$ cat src/rtl/adder_tree_csa_seq.sv
// Sequencer feeding long unsigned vectors through an external pipelined 4-input
// adder tree, four words per beat, accumulating one total per vector.
module adder_tree_csa_seq #(
    parameter int I_DATA_W  = 3,
    parameter int LANES     = 4,
    parameter int TREE_W    = I_DATA_W + 3,
    parameter int TREE_LAT  = 2,
    parameter int MAX_BEATS = 16,
    parameter int ACC_W     = TREE_W + $clog2(MAX_BEATS)
) (
    input  logic                          clk,
    input  logic                          rst,
    input  logic                          s_valid,
    output logic                          s_ready,
    input  logic [LANES*I_DATA_W-1:0]     s_data,
    input  logic [LANES-1:0]              s_keep,
    input  logic                          s_last,
    output logic [LANES*I_DATA_W-1:0]     tree_data,
    input  logic [TREE_W-1:0]             tree_sum,
    output logic                          o_valid,
    input  logic                          o_ready,
    output logic [ACC_W-1:0]              o_data,
    output logic [$clog2(MAX_BEATS):0]    o_beats,
    output logic                          o_ovf
);

    localparam int CNT_W = $clog2(MAX_BEATS) + 1;

    typedef struct packed {
        logic vld;
        logic last;
        logic drop;
    } tag_t;

    logic [LANES*I_DATA_W-1:0] masked_data;
    logic [LANES*I_DATA_W-1:0] tree_data_q, tree_data_d;
    tag_t                      tag_q [TREE_LAT+1];
    tag_t                      tag0_d;
    tag_t                      tag_out;
    logic [CNT_W-1:0]          cnt_q, cnt_d;
    logic                      ovf_q, ovf_d;
    logic [CNT_W-1:0]          fin_beats_q, fin_beats_d;
    logic                      fin_ovf_q, fin_ovf_d;
    logic [ACC_W-1:0]          acc_q, acc_d;
    logic [ACC_W-1:0]          sum_ext;
    logic [ACC_W-1:0]          acc_sum;
    logic                      o_valid_q, o_valid_d;
    logic [ACC_W-1:0]          o_data_q, o_data_d;
    logic [CNT_W-1:0]          o_beats_q, o_beats_d;
    logic                      o_ovf_q, o_ovf_d;
    logic                      any_last;
    logic                      accept;
    logic                      at_max;

    always_comb begin
        masked_data = '0;
        for (int k = 0; k < LANES; k++) begin
            masked_data[k*I_DATA_W +: I_DATA_W] =
                s_keep[k] ? s_data[k*I_DATA_W +: I_DATA_W] : '0;
        end
    end

    // A last beat anywhere in the pipe blocks intake, so only one vector can be finishing.
    always_comb begin
        any_last = 1'b0;
        for (int i = 0; i <= TREE_LAT; i++) begin
            any_last = any_last | (tag_q[i].vld & tag_q[i].last);
        end
    end

    assign s_ready = !any_last && !o_valid_q;
    assign accept  = s_valid && s_ready;
    assign at_max  = (cnt_q == CNT_W'(MAX_BEATS));

    always_comb begin
        tree_data_d = tree_data_q;
        tag0_d      = '0;
        cnt_d       = cnt_q;
        ovf_d       = ovf_q;
        fin_beats_d = fin_beats_q;
        fin_ovf_d   = fin_ovf_q;
        if (accept) begin
            tree_data_d = masked_data;
            tag0_d.vld  = 1'b1;
            tag0_d.last = s_last;
            tag0_d.drop = at_max;
            if (s_last) begin
                cnt_d       = '0;
                ovf_d       = 1'b0;
                fin_beats_d = at_max ? cnt_q : cnt_q + CNT_W'(1);
                fin_ovf_d   = ovf_q | at_max;
            end else if (at_max) begin
                ovf_d = 1'b1;
            end else begin
                cnt_d = cnt_q + CNT_W'(1);
            end
        end
    end

    assign tag_out = tag_q[TREE_LAT];
    assign sum_ext = tag_out.drop ? '0 : ACC_W'(tree_sum);
    assign acc_sum = acc_q + sum_ext;

    // A freshly loaded result takes precedence over clearing the previous one.
    always_comb begin
        acc_d     = acc_q;
        o_valid_d = o_valid_q;
        o_data_d  = o_data_q;
        o_beats_d = o_beats_q;
        o_ovf_d   = o_ovf_q;
        if (o_valid_q && o_ready) begin
            o_valid_d = 1'b0;
        end
        if (tag_out.vld) begin
            if (tag_out.last) begin
                o_valid_d = 1'b1;
                o_data_d  = acc_sum;
                o_beats_d = fin_beats_q;
                o_ovf_d   = fin_ovf_q;
                acc_d     = '0;
            end else begin
                acc_d = acc_sum;
            end
        end
    end

    always_ff @(posedge clk or posedge rst) begin
        if (rst) begin
            tree_data_q <= '0;
            for (int i = 0; i <= TREE_LAT; i++) begin
                tag_q[i] <= '0;
            end
            cnt_q       <= '0;
            ovf_q       <= 1'b0;
            fin_beats_q <= '0;
            fin_ovf_q   <= 1'b0;
            acc_q       <= '0;
            o_valid_q   <= 1'b0;
            o_data_q    <= '0;
            o_beats_q   <= '0;
            o_ovf_q     <= 1'b0;
        end else begin
            tree_data_q <= tree_data_d;
            tag_q[0]    <= tag0_d;
            for (int i = 1; i <= TREE_LAT; i++) begin
                tag_q[i] <= tag_q[i-1];
            end
            cnt_q       <= cnt_d;
            ovf_q       <= ovf_d;
            fin_beats_q <= fin_beats_d;
            fin_ovf_q   <= fin_ovf_d;
            acc_q       <= acc_d;
            o_valid_q   <= o_valid_d;
            o_data_q    <= o_data_d;
            o_beats_q   <= o_beats_d;
            o_ovf_q     <= o_ovf_d;
        end
    end

    assign tree_data = tree_data_q;
    assign o_valid   = o_valid_q;
    assign o_data    = o_data_q;
    assign o_beats   = o_beats_q;
    assign o_ovf     = o_ovf_q;

endmodule

$ cat config.mk
export PLATFORM = sky130hd
export DESIGN_NAME = adder_tree_csa_seq
export DESIGN_NICKNAME = d
export VERILOG_FILES = /design/src/rtl/adder_tree_csa_seq.sv
export SDC_FILE = /design/constraint.sdc
export NUM_CORES = 1
export LEC_CHECK = 0
export CAP_MARGIN = 10
export CORE_ASPECT_RATIO = 1.75
export CORE_MARGIN = 10
export CORE_UTILIZATION = 61
export CTS_BUF_LIST = sky130_fd_sc_hd__clkbuf_8 sky130_fd_sc_hd__clkbuf_16
export DETAILED_ROUTE_END_ITERATION = 12
export DONT_BUFFER_PORTS = 1
export PLACE_DENSITY_LB_ADDON = 0.12
export SYNTH_ARGS = -nofsm -noshare
export SYNTH_HDL_FRONTEND = slang
export SYNTH_SLANG_ARGS = --single-unit
export TNS_END_PERCENT = 5
$ cat constraint.sdc
create_clock -name clk -period 2.3 [get_ports clk]
set_input_delay 0.46 -clock clk [delete_from_list [all_inputs] [get_ports clk]]
set_output_delay 0.46 -clock clk [all_outputs]
set_load 0.01 [all_outputs]
==> impl_metrics.tcl, run 1 <==
set metrics [dict create \
    outcome "complete, no violations" \
    gr-total-overflow 0 \
    wl_microns 5888 \
    worstSetupEndpointType "flop" \
    synthTopCellsByCount "60 x sky130_fd_sc_hd__dfrtp_1, 49 x sky130_fd_sc_hd__nand2_1, 18 x sky130_fd_sc_hd__o21ai_0" \
    asyncSetResetFlopFracSynth_pct 100.0 \
    p_clk_share_pct 28.1 \
    cts-buffers-inserted 9 \
    max_freq_ghz 0.4548 \
    num_antenna_cells 0 \
    die_y_microns 107.7 \
    mappedNetlistNets 295 \
    timing.rr.start "tag_out[0]" \
    grt_antenna_before_repair 0 \
    cts_max_path_buffers 2 \
    cts_root_buf "sky130_fd_sc_hd__clkbuf_8" \
    vias_per_cell 5.790 \
    initial_core_util_pct 63.95 \
    total_global_routing_track_utilization_pct 15.93 \
    final_area_sq_mm 0.002974 \
    post_synth_main_area_contributors "sky130_fd_sc_hd__dfrtp_1 56%, sky130_fd_sc_hd__nand2_1 6.9%, sky130_fd_sc_hd__ha_1 3.7%" \
    top_reg_cell_synth "sky130_fd_sc_hd__dfrtp_1" \
    synth_edf_count 0 \
    seqPwrFrac_pct 47.8 \
    antenna_violating_nets_post_route 0 \
    worstPathRequired_ps 2550 \
    post_cts_hold_buffer_count 0 \
    finalHoldViolations 0 \
    r2r.worst_path.cells 9 \
    floorplan.die_area_sq_mm 0.007547 \
    cts_tree "done" \
    grt_max_degree 61 \
    yosysTopAreaCell "sky130_fd_sc_hd__dfrtp_1" \
    period_share_pct 95.60 \
    power.density_mw_per_mm2 1136 \
    grt_pass1_wl_microns 9611 \
    first_pass_iters 4 \
    route.detailed.wl_per_inst_microns 18.17 \
    ys_seq_area_share_pct 56.05 \
    area_share_of_the_largest_cell_type_after_synthesis_pct 56.05 \
    path_class "reg2reg" \
    synth.lib_cells_used.distinct 40 \
    power.switching_mw 1.151 \
    crit_path_start_kind "flop" \
    post_synth_instance_area_sq_mm 0.002679 \
    post-route-min-period_ps 2199 \
    place_congestion 0.7931 \
    detailed_place.area_sq_mm 0.002740 \
    cts_num_sinks 60 \
    io_buffers 0 \
    synth.most_common_cell "sky130_fd_sc_hd__dfrtp_1" \
    timing.critical_path.arrival_ps 2450 \
    postLayoutSetupSlackWorst_ps 101.1 \
    syn-mean-instance-area_sq_um 10.34 \
    clk_pin_slew_ps 70 \
    finalClockSkew_ps 8.069 \
    first_global_vias 1979 \
    tightest_slew_margin_relative_to_the_limit_pct 50.78 \
    p_comb_share_pct 24.1 \
    layout-drive-gt1-share_pct 15.64 \
    flow.area_growth_from_synthesis_pct 11.02 \
    finalSetupViolations 0 \
    coreArea_sq_mm 0.004189 \
    max_cap_viol_count 0 \
    routed-via-count 1876 \
    dp.final_hpwl_microns 4311 \
    ys_ff_latch 60 \
    route.detailed.drc 0 \
    multi_input_comb_area_sq_mm 0.001095 \
    die_w_microns 70.10 \
    regArea_sq_mm 0.001503 \
    power_leakage_nw 1.458 \
    worst_r2r_endpoint "acc_q[8]" \
    dp_worst_setup_slack_ps 28.98 \
    worst_slew_pin_slew_ps 738.2 \
    sw_frac_of_total_pct 34.09 \
    cts_htree_levels 3 \
    internal_power_mw 2.226 \
    hold-worst-slack_ps 218.4 \
    timing.reg2reg.setup_slack_ps 100 \
    maximum_resistive_drop_on_vdd_mv 0.6561 \
    rows 31 \
    design.portCount 57 \
    drt_first_iter_violations 120 \
    syn_inst 259 \
    nFillCells 342 \
    cp_max_fo 6 \
    finalMaxSlewViolations 0 \
    worst_hold_path_type "in2async" \
    ys.warnings.count 0 \
    fin_nets 306 \
    clkLatencyLatePin_ps 330 \
]
[through the flow]
| step | setup TNS (ps) | power (mW) | instances | util [%] |
|---|---|---|---|---|
| after floorplan | 0 | 2.202 | 259 | - |
| after global placement | 0 | 2.396 | 305 | 65.41 |
| after detailed placement | 0 | 2.437 | 305 | 65.41 |
| after CTS | 0 | 3.381 | 321 | 70.25 |
| after global routing | -3.701 | 3.593 | 324 | 71.00 |
| final | 0 | 3.377 | 324 | 71.00 |
[repair_timing]
action,in CTS,in global routing
setup buffers,0,3
setup endpoints to repair,0,3
gates resized for setup,0,4
[worst max-delay path: stages (launching register included)]
cell	delay [ps]
sky130_fd_sc_hd__dfrtp_2	440
sky130_fd_sc_hd__nor2b_1	130
sky130_fd_sc_hd__ha_2	190
sky130_fd_sc_hd__inv_1	50
sky130_fd_sc_hd__fa_2	360
sky130_fd_sc_hd__nor2b_2	150
sky130_fd_sc_hd__o31a_1	250
sky130_fd_sc_hd__o211ai_2	140
sky130_fd_sc_hd__or3_1	310
sky130_fd_sc_hd__o21ai_0	90
[flip-flops by register name, summed over array words and instances (netlist names), 3 cells and up]
name	flops
o_data	10
cnt_q	5
tag_q	6
tree_data	12
fin_beats_q	5
o_beats	5
acc_q	10
tag_out	3
[metal layers]
layer,up-vias,track usage (%),part of all wire (%)
li1,901,-,-
met1,924,15.58,36
met2,41,29.45,57
met3,10,5.078,4.9
met4,0,7.224,1.7
met5,-,0,0
[cell usage in the layout (no fill, tap or decap), drive strengths merged, types with 3 or more instances in the layout]
| master | instances |
|---|---|
| a21oi | 4 |
| and3 | 5 |
| o21ai | 28 |
| ha | 8 |
| o31ai | 6 |
| nor2b | 6 |
| buf | 8 |
| nor3 | 3 |
| nand2 | 50 |
| inv | 14 |
| clkbuf | 11 |
| xor2 | 8 |
| nand3 | 16 |
| xnor2 | 3 |
| clkinv | 3 |
| nor2 | 11 |
| mux2 | 8 |
| dfrtp | 60 |
| o21a | 3 |
[kinds of logic (layout without fill, tap and decap cells)]
family	after synthesis	after routing	synth area share, %
AOI/OAI and AO/OA	52	52	12.19
and+or+nand+nor	97	97	16.96
DFF	60	60	56.05
xor gates and xnor gates	11	11	3.597
buffers and inverters	22	38	3.362
adders and majority gates	9	9	4.484
muxes	8	8	3.363
[power groups by stage]
stage               combinational (mW)  clock (mW)  sequential [mW]
CTS                              0.798       0.960             1.62
global placement                 0.771           0             1.63
global route                     0.928        1.01             1.65
detailed placement               0.797           0             1.64
floorplan                        0.657           0             1.54
finish                           0.814       0.949             1.61
[final cells by class]
cell class / count / share of cell area, %
sequential: 60 / 50.53
multi-input combinational: 177 / 36.81
clock buffer: 11 / 5.090
tap: 49 / 2.061
timing repair buffer: 8 / 2.019
inverter: 14 / 1.767
clock inverter: 5 / 1.725
[how the worst max path moves through the flow]
stage	from	end	slack [ps]	cells after the start
3_3_place_gp	tree_sum[0]	acc_q[8]	110	9
5_1_grt	tag_out[0]	o_data[5]	-4	8
2_1_floorplan	tree_sum[0]	acc_q[8]	230	9
3_5_place_dp	tree_sum[0]	acc_q[8]	30	9
4_1_cts	tag_out[0]	acc_q[8]	20	9
6_report	tag_out[0]	acc_q[8]	100	9
(Power assumes the default switching activity.)
==> inputs of run 2 (changes only) <==
--- a/config.mk
+++ b/config.mk
@@ -12,8 +12,8 @@
 export CTS_BUF_LIST = sky130_fd_sc_hd__clkbuf_8 sky130_fd_sc_hd__clkbuf_16
 export DETAILED_ROUTE_END_ITERATION = 12
 export DONT_BUFFER_PORTS = 1
-export PLACE_DENSITY_LB_ADDON = 0.12
+export PLACE_DENSITY = 0.88
 export SYNTH_ARGS = -nofsm -noshare
 export SYNTH_HDL_FRONTEND = slang
 export SYNTH_SLANG_ARGS = --single-unit
-export TNS_END_PERCENT = 5
+export TNS_END_PERCENT = 50
==> run 2 against run 1 <==
  * Count of clock-buffer cells in the layout unchanged
  * Combinational power decreased by 1%
  * Hold slack got worse by 150 ps
  * Highest routed layer unchanged
  * Register-to-register slack improved by 50 ps
  * Cell count decreased by 1.2%
  * Wire length decreased by 3.6%
  * Utilization increased by 0.30 points
  * Clock skew decreased by 2.3 ps
  * Non-clock buffer count decreased by 4
==> impl_metrics.tcl, run 2 (synthesized netlist as in run 1, its figures left out) <==
set metrics [dict create \
    dp.cells 303 \
    fin_total_pwr_mw 3.510 \
    dp_worst_setup_slack_ps 102.1 \
    layout_commonest_cell "sky130_fd_sc_hd__dfrtp_1" \
    rows 31 \
    cts_root_buf "sky130_fd_sc_hd__clkbuf_8" \
    clk_pin_slew_ps 70 \
    antenna_violating_nets_post_route 0 \
    coreArea_sq_mm 0.004189 \
    multi_input_comb_area_sq_mm 0.001092 \
    dp.final_hpwl_microns 4063 \
    layout.core_utilization_pct 71.30 \
    initial_core_util_pct 63.95 \
    first_pass_iters 6 \
    largest_register_ff_count 12 \
    route.met3.wl_microns 394 \
    fin_nets 302 \
    clkLatencyLatePin_ps 330 \
    cp_max_fo 6 \
    vias_per_cell 5.828 \
    grt_pass1_wl_microns 9246 \
    hold-worst-slack_ps 67.49 \
    post_cts_hold_buffer_count 0 \
    postLayoutSetupSlackWorst_ps 150.3 \
    max_cap_viol_count 0 \
    timing.critical_path.arrival_ps 2400 \
    outcome "complete, no violations" \
    dr.max_layer_used "met4" \
    power_leakage_nw 1.449 \
    finalMaxSlewViolations 0 \
    floorplan.die_area_sq_mm 0.007547 \
    grt_antenna_before_repair 0 \
    cts_tree "done" \
    total_global_routing_track_utilization_pct 15.35 \
    die_y_microns 107.7 \
    place_congestion 0.7904 \
    post-route-min-period_ps 2150 \
    tightest_slew_margin_relative_to_the_limit_pct 74.06 \
    worst_slew_pin_slew_ps 388.2 \
    gr-total-overflow 0 \
    cts_htree_levels 3 \
    setup_repair_after_global_routing_missed_its_margin "no" \
    maximum_resistive_drop_on_vdd_mv 0.7671 \
    detailed_place.area_sq_mm 0.002738 \
    num_antenna_cells 0 \
    period_share_pct 93.47 \
    worst_hold_path_type "in2async" \
    wl_microns 5677 \
    most-common-layout-cells "59 x sky130_fd_sc_hd__dfrtp_1, 49 x sky130_fd_sc_hd__nand2_1, 18 x sky130_fd_sc_hd__o21ai_0" \
    finalClockSkew_ps 5.809 \
    cts_max_path_buffers 2 \
    design.portCount 57 \
    nFillCells 297 \
    die_w_microns 70.10 \
    crit_path_start_kind "flop" \
    finalSetupViolations 0 \
    final_area_sq_mm 0.002987 \
    regArea_sq_mm 0.001503 \
    first_global_vias 1948 \
    cts-buffers-inserted 9 \
    finalHoldViolations 0 \
    worstSetupEndpointType "flop" \
    route.detailed.wl_per_inst_microns 17.74 \
    flow.area_growth_from_synthesis_pct 11.49 \
    cts_num_sinks 60 \
    route.met2.wl_microns 3171 \
    max_freq_ghz 0.4652 \
    setup_tns_ps 0 \
    power.density_mw_per_mm2 1175 \
    path_class "reg2reg" \
    routed-via-count 1865 \
    fin_cells 320 \
    worstPathRequired_ps 2550 \
    drt_first_iter_violations 135 \
    io_buffers 0 \
    layout-drive-gt1-share_pct 14.39 \
    grt_max_degree 61 \
    route.layer.met1.wl_microns 2013 \
    route.detailed.drc 0 \
]
## run 2: cell count changes in the layout (fill, tap and decap cells not counted), sizes merged
cell | before | now
buf | 8 | 4
bufinv | 1 | 2
clkinv | 3 | 2
clkinvlp | 1 | 2
inv | 14 | 13
## run 2: per-layer routing
metal,GRT usage (%),vias up
li1,-,889
met1,14.03,900
met2,27.63,64
met3,6.556,12
met4,8.499,0
met5,0,-
## run 2: critical path, cell delays in order (launching register included)
cell and delay (ps):
sky130_fd_sc_hd__dfrtp_2 450, sky130_fd_sc_hd__nor2b_1 130, sky130_fd_sc_hd__ha_1 180, sky130_fd_sc_hd__inv_1 70, sky130_fd_sc_hd__fa_2 350, sky130_fd_sc_hd__nor2b_2 140, sky130_fd_sc_hd__o31a_1 240, sky130_fd_sc_hd__o211ai_2 140
sky130_fd_sc_hd__or3_1 320, sky130_fd_sc_hd__o21ai_0 70
## run 2: worst paths after layout
kind | startpoint | endpoint | slack, ps | cells after the start
max in group asynchronous | rst | tag_out[0] | 1970 | 2
worst max-delay path | tag_out[0] | acc_q[8] | 150 | 9
worst max register to register | tag_out[0] | acc_q[8] | 150 | 9
min in group clk | o_ready | o_valid | 230 | 1
worst min register to register | tag_q[6] | tag_q[3] | 360 | 0
worst min-delay path | rst | o_data[5] | 70 | 2
## run 2: area by class of cell
cell class / count / share of cell area, %
Inverter: 14 / 1.760
Sequential cell: 60 / 50.31
Clock buffer: 11 / 5.069
Tap cell: 49 / 2.053
Clock inverter: 5 / 2.807
Timing Repair Buffer: 4 / 1.424
Multi-Input combinational cell: 177 / 36.57
## run 2: timing repair
action | 4_1_cts | 5_1_grt
setup endpoints to repair | 0 | 3
resized for setup | 0 | 3
setup buffers | 0 | 1
## run 2: report_power, final
part	switching, mW	internal, mW	total (mW)
logic	0.457	0.345	0.802
registers	0.292	1.32	1.61
clock network	0.422	0.671	1.09
==> inputs of run 3 (changes only) <==
--- a/config.mk
+++ b/config.mk
@@ -13,6 +13,7 @@
 export DETAILED_ROUTE_END_ITERATION = 12
 export DONT_BUFFER_PORTS = 1
 export PLACE_DENSITY = 0.88
+export REMOVE_ABC_BUFFERS = 1
 export SYNTH_ARGS = -nofsm -noshare
 export SYNTH_HDL_FRONTEND = slang
 export SYNTH_SLANG_ARGS = --single-unit
==> run 3 against run 2 <==
  * Utilization up 0.57 points
  * Wire length increased by 2.0%
  * First-iteration DRC count down 19%
  * Non-clock buffer count increased by 4
  * Setup slack lost 78 ps
  * Count of clock-buffer cells in the layout is 1 higher
  * Critical path depth did not move
  * Highest routed layer unchanged
  * Hold slack better by 160 ps
  * Sequential share of layout area decreased by 0.40 points
==> impl_metrics.tcl, run 3 (synthesized netlist as in run 1, its figures left out) <==
set metrics [dict create \
    routed-via-count 1911 \
    setup_tns_ps 0 \
    maximum_resistive_drop_on_vdd_mv 0.8516 \
    internal_power_mw 2.381 \
    floorplan.die_area_sq_mm 0.007547 \
    r2r.worst_path.cells 9 \
    timing.critical_path.depth 9 \
    finalHoldViolations 0 \
    hold-worst-slack_ps 224.3 \
    cts_root_buf "sky130_fd_sc_hd__clkbuf_8" \
    nFillCells 299 \
    grt_pass1_wl_microns 9735 \
    worst_slew_pin_slew_ps 383.2 \
    timing.critical_path.arrival_ps 2480 \
    largest_register_ff_count 12 \
    cts_htree_levels 3 \
    initial_core_util_pct 63.95 \
    hold_depth 1 \
    fin_total_pwr_mw 3.543 \
    seqPwrFrac_pct 45.3 \
    layout-drive-gt1-share_pct 15.27 \
    place_congestion 0.8299 \
    post-route-min-period_ps 2227 \
    regArea_sq_mm 0.001503 \
    final_area_sq_mm 0.003010 \
    design.portCount 57 \
    dp.final_hpwl_microns 4218 \
    power_leakage_nw 1.470 \
    worstSetupEndpointType "flop" \
    multi_input_comb_area_sq_mm 0.001095 \
    total_global_routing_track_utilization_pct 15.97 \
    holdCritStartpoint "o_ready" \
    sw_frac_of_total_pct 32.81 \
    die_w_microns 70.10 \
    first_pass_iters 4 \
    antenna_violating_nets_post_route 0 \
    grt_antenna_before_repair 0 \
    cpMaxStageDelayCell "sky130_fd_sc_hd__dfrtp_2" \
    clk_pin_slew_ps 70 \
    finalMaxSlewViolations 0 \
    die_y_microns 107.7 \
    first_global_vias 2107 \
    max_stage_delay_ps 460 \
    io_buffers 0 \
    tightest_slew_margin_relative_to_the_limit_pct 74.45 \
    fin_nets 306 \
    path_delay_family "simple AND/OR/NAND/NOR gates" \
    most-common-layout-cells "59 x sky130_fd_sc_hd__dfrtp_1, 49 x sky130_fd_sc_hd__nand2_1, 18 x sky130_fd_sc_hd__o21ai_0" \
    timing.rr.start "tag_out[0]" \
    rows 31 \
    crit_path_start_kind "flop" \
    route.detailed.drc 0 \
    grt_max_degree 28 \
    num_antenna_cells 0 \
    finalClockSkew_ps 5.933 \
    vias_per_cell 5.898 \
    path_class "reg2reg" \
    clkLatencyLatePin_ps 330 \
    max_cap_viol_count 0 \
    coreArea_sq_mm 0.004189 \
    drt_first_iter_violations 109 \
    cp_max_fo 6 \
    cts_tree "done" \
    outcome "complete, no violations" \
    max_freq_ghz 0.4490 \
    wl_microns 5790 \
    layout_commonest_cell "sky130_fd_sc_hd__dfrtp_1" \
    worstPathCellList "nor2b_1, ha_2, inv_1, fa_2, nor2b_2, o31a_1, o211ai_2, or3_1, o21ai_0" \
    finalSetupViolations 0 \
    worst_hold_path_type "in2reg" \
    p_comb_share_pct 23.8 \
    worstPathRequired_ps 2550 \
    route.detailed.wl_per_inst_microns 17.87 \
    flow.area_growth_from_synthesis_pct 12.38 \
    cts_max_path_buffers 2 \
    cp-startpoint "tag_out[0]" \
    detailed_place.area_sq_mm 0.002740 \
    cts-buffers-inserted 9 \
    cts_num_sinks 60 \
    worst-path-buf-inv 1 \
    p_clk_share_pct 30.9 \
    gr-total-overflow 0 \
    period_share_pct 96.84 \
    power.density_mw_per_mm2 1177 \
    power.switching_mw 1.163 \
]
-- run 3: worst register-to-register path: cells and delay by family, from the launching register on --
family | cells | cell delay (ps)
compound gates | 3 | 430
fa+ha+maj | 2 | 570
buf+inv | 1 | 50
flops | 1 | 460
simple gates | 3 | 640
-- run 3: path summary, 6_finish.rpt --
kind,endpoint,slack (ps)
max,acc_q[8],70
min,o_valid,220
max reg2reg,acc_q[8],70
min reg2reg,tag_out[0],360
max in group asynchronous,tag_out[0],1100
min in group asynchronous,o_beats[1],560
-- run 3: per-layer routing --
layer,GRT usage [%],up-vias,share of wire [%]
met1,15.09,923,36
met5,0,-,0
met4,7.932,0,2.6
met3,6.279,14,7.8
li1,-,906,-
met2,29.00,68,54
-- run 3: what timing repair did --
item                                    in CTS  in global routing
setup buffers                                2                  0
endpoints found under the setup margin       1                  1
pin swaps                                    1                  1
gates resized for setup                      2                  2
endpoints found under the hold margin       16                  0
hold buffers                                 1                  0
-- run 3: final cells by class --
cell class,count,area share (%)
flip-flops and latches,60,49.92
multi-input cells,177,36.37
clock buffers,12,5.486
clock inverters,4,2.369
repair buffers,8,2.078
well taps,49,2.037
inverters,14,1.746
-- run 3: stage by stage --
stage | utilization [%] | worst slack (ps) | std cells
final | 71.86 | 72.63 | 324
after global routing | 71.86 | -0.6937 | 324
after CTS | 71.74 | 55.27 | 324
after detailed placement | 65.41 | 50.13 | 305
after global placement | 65.41 | 145.1 | 305
after floorplan | - | 232.0 | 251
-- run 3: power by group through the flow --
stage | sequential (mW) | combinational (mW) | clock (mW)
floorplan | 1.56 | 0.632 | 0
global placement | 1.62 | 0.751 | 0
detailed placement | 1.64 | 0.792 | 0
CTS | 1.62 | 0.839 | 1.10
global route | 1.65 | 0.959 | 1.16
finish | 1.61 | 0.843 | 1.09
